[src/rtl/inst_manager.sv]
// Instruction prefetch unit: fetches sequential 16-bit words after a pointer
// load and buffers them in a small FIFO for the decode stage.
module inst_manager #(
    parameter int DEPTH = 4
) (
    input  logic        Clk,
    input  logic        RST,
    input  logic        Dequeue,
    input  logic        PReady,
    input  logic        Set,
    input  logic [15:0] AdessIn,
    input  logic [15:0] PDataIn,
    output logic        Empty,
    output logic        Busy,
    output logic        Trans,
    output logic [15:0] AdressOut,
    output logic [15:0] InstructionOut
);

    localparam int AW = $clog2(DEPTH);
    localparam logic [AW:0] FULL = (AW+1)'(DEPTH);

    localparam logic [0:0] IDLE  = 1'b0;
    localparam logic [0:0] FETCH = 1'b1;

    logic [0:0]    state;
    logic          armed;
    logic [15:0]   fetch_ptr;
    logic [15:0]   fifo [DEPTH];
    logic [AW-1:0] rd_ptr;
    logic [AW-1:0] wr_ptr;
    logic [AW:0]   count;
    logic [AW:0]   count_next;
    logic          push;
    logic          pop;

    // Beat completion, head pop and the resulting occupancy for this edge
    always_comb begin
        pop        = Dequeue && (count != '0);
        push       = (state == FETCH) && PReady;
        count_next = count + {{AW{1'b0}}, push} - {{AW{1'b0}}, pop};
    end

    // Fetch engine, pointer load/flush and FIFO bookkeeping
    always_ff @(posedge Clk) begin
        if (RST) begin
            state     <= IDLE;
            armed     <= 1'b0;
            fetch_ptr <= '0;
            rd_ptr    <= '0;
            wr_ptr    <= '0;
            count     <= '0;
        end else if (Set) begin
            state     <= IDLE;
            armed     <= 1'b1;
            fetch_ptr <= AdessIn;
            rd_ptr    <= '0;
            wr_ptr    <= '0;
            count     <= '0;
        end else begin
            if (push) begin
                wr_ptr    <= wr_ptr + 1'b1;
                fetch_ptr <= fetch_ptr + 16'd1;
            end
            if (pop) begin
                rd_ptr <= rd_ptr + 1'b1;
            end
            count <= count_next;
            case (state)
                IDLE:    if (armed && (count_next < FULL)) state <= FETCH;
                FETCH:   if (push && (count_next == FULL)) state <= IDLE;
                default: state <= IDLE;
            endcase
        end
    end

    // FIFO storage; a beat landing on a Set or reset edge is dropped
    always_ff @(posedge Clk) begin
        if (!RST && !Set && push) begin
            fifo[wr_ptr] <= PDataIn;
        end
    end

    // Outputs decoded from registered state and FIFO contents
    always_comb begin
        Empty          = (count == '0);
        InstructionOut = Empty ? '0 : fifo[rd_ptr];
        Trans          = (state == FETCH);
        Busy           = (state == FETCH);
        AdressOut      = fetch_ptr;
    end

endmodule

[config.mk]
export PLATFORM = sky130hd
export DESIGN_NAME = inst_manager
export DESIGN_NICKNAME = d
export VERILOG_FILES = /design/src/rtl/inst_manager.sv
export SDC_FILE = /design/constraint.sdc
export NUM_CORES = 1
export LEC_CHECK = 0
export BUFFER_PORTS_ARGS = -buffer_cell sky130_fd_sc_hd__buf_2
export CAP_MARGIN = 20
export CORE_UTILIZATION = 50
export CTS_CLUSTER_SIZE = 25
export DETAILED_ROUTE_END_ITERATION = 8
export GPL_TIMING_DRIVEN = 0
export MAX_ROUTING_LAYER = met4
export PLACE_DENSITY = 0.76
export RECOVER_POWER = 50
export REMOVE_ABC_BUFFERS = 1
export SYNTH_ARGS = -nofsm -noshare
export SYNTH_HDL_FRONTEND = slang
export SYNTH_SLANG_ARGS = --single-unit
[constraint.sdc]
create_clock -name Clk -period 2.4 [get_ports Clk]
set_input_delay 0.36 -clock Clk [delete_from_list [all_inputs] [get_ports Clk]]
set_output_delay 0.36 -clock Clk [all_outputs]
set_load 0.005 [all_outputs]
Word level (Yosys, flattened, before mapping)
Memory sizes are Yosys's and may differ from the RTL's. A register that Yosys moved wholly into a read port is not among the register bits.
Index checks and enable logic that the tools add are counted.
{"block": "totals", "mem_bits_rw": 64, "out_inout_bits": 35, "latch_bits": 0, "memories": 1, "romBits": 0, "ff_bits": 25, "word_cells": 37}
{"block": "classes", "n_reduce_logical": 12, "addsub": 5, "shifts": 0, "n_mul": 0, "n_eq_ne": 1, "bitwise": 1, "div_mod_pow": 0, "n_lt_le_gt_ge": 1, "muxes": 10}
{"name": "fifo", "depth": 4, "width": 16, "read_ports": 1, "rd_ports_with_merged_regs": 1, "write_ports": 1, "line": "29", "text": "logic [15:0] fifo [DEPTH];"}
{"op": "$mux W16", "n": 3}
{"op": "$add A16 B1 Y16 const B", "n": 1}
{"op": "$logic_and A1 B1 Y1", "n": 6}
{"op": "$add A2 B1 Y2 const B", "n": 2}
{"op": "$mux W1", "n": 4}
{"op": "$mux W2", "n": 2}
{"op": "$add A3 B1 Y3", "n": 1}
{"op": "$eq A3 B3 Y1 const B", "n": 1}
{"op": "$logic_not A3 Y1", "n": 1}
{"op": "$lt A3 B3 Y1 const B", "n": 1}
{"op": "$reduce_bool A3 Y1", "n": 1}
{"op": "$sub A3 B1 Y3", "n": 1}
{"op": "$logic_not A1 Y1", "n": 2}
{"op": "$pmux W1 S2", "n": 1}
{"op": "$reduce_bool A2 Y1", "n": 1}
{"op": "$reduce_or A2 Y1", "n": 1}
{"op": "$not A1 Y1", "n": 1}

Depth between registers and ports, before layout
{"block": "depth", "word_depth": 7, "depth_mapped": 11}

Least setup slack after synthesis
Ideal clock, no wire load.
{"block": "synth_timing", "path_type": "register to register", "startpoint": "reg count[2]", "endpoint": "reg state (netlist: Busy)", "path_stages_with_launch": 11, "slack_ns": -0.247, "period_less_slack_ns": 2.647, "arrival_ns": 2.517, "required_ns": 2.270, "cell_sequence": "dfxtp_1 > nor3_1 > nor2b_1 > ha_1 > inv_1 > ha_1 > fa_1 > xnor2_1 > xnor2_1 > o41ai_1 > a21oi_1"}
{"block": "synth_via", "elab_chain_cells": 7, "word_cells_on_any_way": 11, "cone_classes": "2 x add/sub; 1 x order compare; 1 x eq/ne; 3 x mux; 4 x reduce/logical"}
{"item": "start: declaration", "line": "32", "text": "logic [AW:0] count;"}
{"item": "start signal: assignment", "line": "68", "text": "count <= count_next;"}
{"item": "$reduce_bool A3 Y1 *", "line": "39", "text": "pop = Dequeue && (count != '0);"}
{"item": "$logic_and A1 B1 Y1 *", "line": "39"}
{"item": "named net pop", "line": "35", "text": "logic pop;"}
{"item": "$sub A3 B1 Y3 *", "line": "41", "text": "count_next = count + {{AW{1'b0}}, push} - {{AW{1'b0}}, pop};"}
{"item": "$lt A3 B3 Y1 or $eq A3 B3 Y1 (tied branches)", "line": "70, 71"}
{"item": "$logic_and A1 B1 Y1, on equally long branches", "line": "70, 71"}
{"item": "$mux W1, on equally long branches", "line": "70, 71"}
{"item": "$pmux W1 S2 *", "line": "69", "text": "case (state)"}
{"item": "end signal: assignment", "line": "70", "text": "IDLE: if (armed && (count_next < FULL)) state <= FETCH;"}
{"item": "end signal: assignment", "line": "71", "text": "FETCH: if (push && (count_next == FULL)) state <= IDLE;"}
{"item": "end signal: assignment", "line": "72", "text": "default: state <= IDLE;"}
{"item": "end: declaration", "line": "26", "text": "logic [0:0] state;"}
The timed path passes the listed nets; every way through them passes the cells marked *.
A chain may end at the register's enable or synchronous reset.

Worst setup path after layout
Ends and elaborated chain as after synthesis.

==> impl_metrics.ini <==
[sta]
fin_crit_sh_pct = 96.2
holdWs_ns = 0.249
fin_tns_setup_ns = 0
drv_slew = 0
rsz0062_at_grt = true
worst_slack_ns = 0.0919
skew_ns = 0.0152
fmax_mhz = 433
hold_viol = 0
finalSetupViolations = 0
worstMarginPinSlew_ns = 0.844
min_period_ns = 2.31
slew_headroom_pct = 43.8

[grt]
grt_max_degree = 30
grt_pass1_wl_mm = 10.5
grt-ovfl-total = 0
grt_pass1_vias = 2177
track_usage_pct = 18.8
antenna_found_initial = 0

[clocking]
numCtsBuffers = 9
cts_tree = built
hold_buffers = 0
clock_sinks = 91
ctsHtreeMaxLevel = 3
clk_path_buf_depth = 2
clk_pin_slew_ns = 0.09
clock_tree.root_cell = clkbuf_8
clk_latency_ns = 0.36

[synthesis]
netlist-cell-type-count = 38
yosys_warnings = 0
synth.most_common_cell = edfxtp_1
synthTopCellsByCount = edfxtp_1 (64), dfxtp_1 (27), nor2_1 (21)
synth-main-ff-cell = edfxtp_1
synth_area_leaders = edfxtp_1 (50%), dfxtp_1 (14%), mux4_2 (9.4%)
ys_ff_latch = 91
async_flop_share_pct = 0
yosysTopAreaCellShare_pct = 50.3
syn_avg_cell_area_um2 = 14.7
synth_area_leader_cell = edfxtp_1
synth_cells = 260
synth_area_mm2 = 0.00382
synth-edff-count = 64
yosysSeqAreaShare_pct = 64.4

[min_path]
hold-path-cell-count = 3
min_from = AdessIn[2]
min_path_type = primary input to flip-flop
holdPathEnd = AdressOut[2]$_SDFFE_PP0P_

[placed_design]
hpwl_mm = 4.46
port_buffers = 71
gp_congestion = 0.777
placed_cells = 416
dp_slack_ns = -0.358

[route]
drt_iter0_markers = 92
wl_per_cell_um = 15.5
routed_via_density = 5.29
drc = 0
vias = 2297
antenna_left = 0
wirelength_mm = 6.72
dr.pass1.iters = 4

[floorplan]
start_util_pct = 52.1
pin_count = 72
coreArea_mm2 = 0.00733
fp.dieW_um = 89.4
row_count = 31
dieArea_mm2 = 0.00800
die_h_um = 89.4

[setup_path]
r2r.worst_path.cells = 10
cp_max_fo = 3
cp-start-kind = flip-flop
critPathKind = flip-flop to flip-flop
critPathRequiredTime_ns = 2.63
r2r-end = Busy$_SDFF_PP0_
rrSetupSlack_ns = 0.09
endpoint_kind = flip-flop
regToRegStartpoint = count[2]$_SDFF_PP0_
cp_data_arrival_time_ns = 2.54

[cells_and_area]
nets = 375
syn_to_final_growth_pct = 16.7
final_layout_size_suffix_gt1_share_pct = 30.4
final_core_util_pct = 60.8
diodes = 0
final_cells = 434

[status]
status = completed

[pwr]
p_leak_nw = 1.58
powerDensity_mw_per_mm2 = 661
peakVddDrop_mv = 0.292

[job]
maxCapViolCount = 0
-- final cells by class --
cell class / instances / area, um2
Clock buffer: 9 / 124
Clock inverter: 7 / 82.6
Fill cell: 580 / 2870
Inverter: 9 / 33.8
Multi-Input combinational cell: 145 / 1260
Sequential cell: 91 / 2470
Tap cell: 99 / 124
Timing Repair Buffer: 74 / 362
-- critical path, cell delays in order (launching register included) --
cell and delay, ns:
dfxtp_1 0.37, nor3_4 0.20, nor2b_2 0.08, ha_1 0.27
inv_1 0.04, ha_1 0.19, fa_2 0.36, xnor2_2 0.16
xnor2_2 0.16, o41ai_2 0.27, a21oi_1 0.09
-- placed cells by master (no fill, tap or decap), types with 4 or more instances in the layout --
cell type	instances
and3_1	4
buf_2	55
nor2b_1	16
xor2_1	9
clkbuf_1	16
clkbuf_8	9
nand2_1	10
mux4_2	16
dfxtp_1	25
xnor2_1	4
a311oi_1	4
inv_1	9
a21oi_1	4
edfxtp_1	64
or3_1	4
o21ai_0	4
nand4_1	8
a211oi_1	9
ha_1	7
nor2_1	21
-- logic make-up (layout without fill, tap and decap cells) --
group | count (synthesis) | count (layout) | share of synthesized area [%]
AOI/OAI and AO/OA | 26 | 26 | 4.78
xor gates and xnor gates | 15 | 15 | 3.44
adders and majority gates | 8 | 8 | 2.81
buffers and inverters | 24 | 99 | 3.57
DFF | 91 | 91 | 64.4
muxes | 16 | 16 | 9.43
and+or+nand+nor | 80 | 80 | 11.6
-- power breakdown --
part	leakage (nW)	switching (mW)	internal, mW	total, mW
logic	0.684	0.0855	0.0807	0.166
registers	0.799	0.0298	1.70	1.73
clock network	0.0984	0.555	0.497	1.05
total	1.58	0.670	2.28	2.95
-- layer usage --
layer | GRT usage [%] | vias to the layer above | wire [um]
li1 | - | 1113 | -
met1 | 22.5 | 1097 | 2890
met2 | 31.2 | 78 | 3410
met3 | 4.52 | 9 | 357
met4 | 6.49 | 0 | 66
met5 | - | - | 0
-- flip-flops by register name, summed over array words and instances, names as in the netlist, named ones only --
name and count:
AdressOut 16, rd_ptr 2, armed 1, Busy 1, fifo 64, wr_ptr 2
count 3
-- through the flow --
stage,area (um2),power [mW]
after floorplan,3720,1.83
after global placement,4200,1.92
after detailed placement,4220,1.93
after CTS,4430,2.98
after global routing,4460,3.07
final,4460,2.95
-- repair_timing --
| item | 4_1_cts | 5_1_grt |
|---|---|---|
| resized for setup | 4 | 8 |
| pin swaps | 1 | 3 |
| gates cloned | 0 | 0 |
| endpoints found under the setup margin | 18 | 12 |
| setup buffers | 0 | 2 |
-- worst max path at each step --
stage                              startpoint               to  slack, ns
final                     count[2]$_SDFF_PP0_  Busy$_SDFF_PP0_       0.09
after detailed placement  count[2]$_SDFF_PP0_  Busy$_SDFF_PP0_      -0.36
after global placement    count[1]$_SDFF_PP0_  Busy$_SDFF_PP0_      -1.64
after floorplan           count[2]$_SDFF_PP0_  Busy$_SDFF_PP0_      -0.79
after CTS                 count[2]$_SDFF_PP0_  Busy$_SDFF_PP0_      -0.17
after global routing      count[2]$_SDFF_PP0_  Busy$_SDFF_PP0_      -0.03
Note: power is estimated with default switching activity, not from simulation.
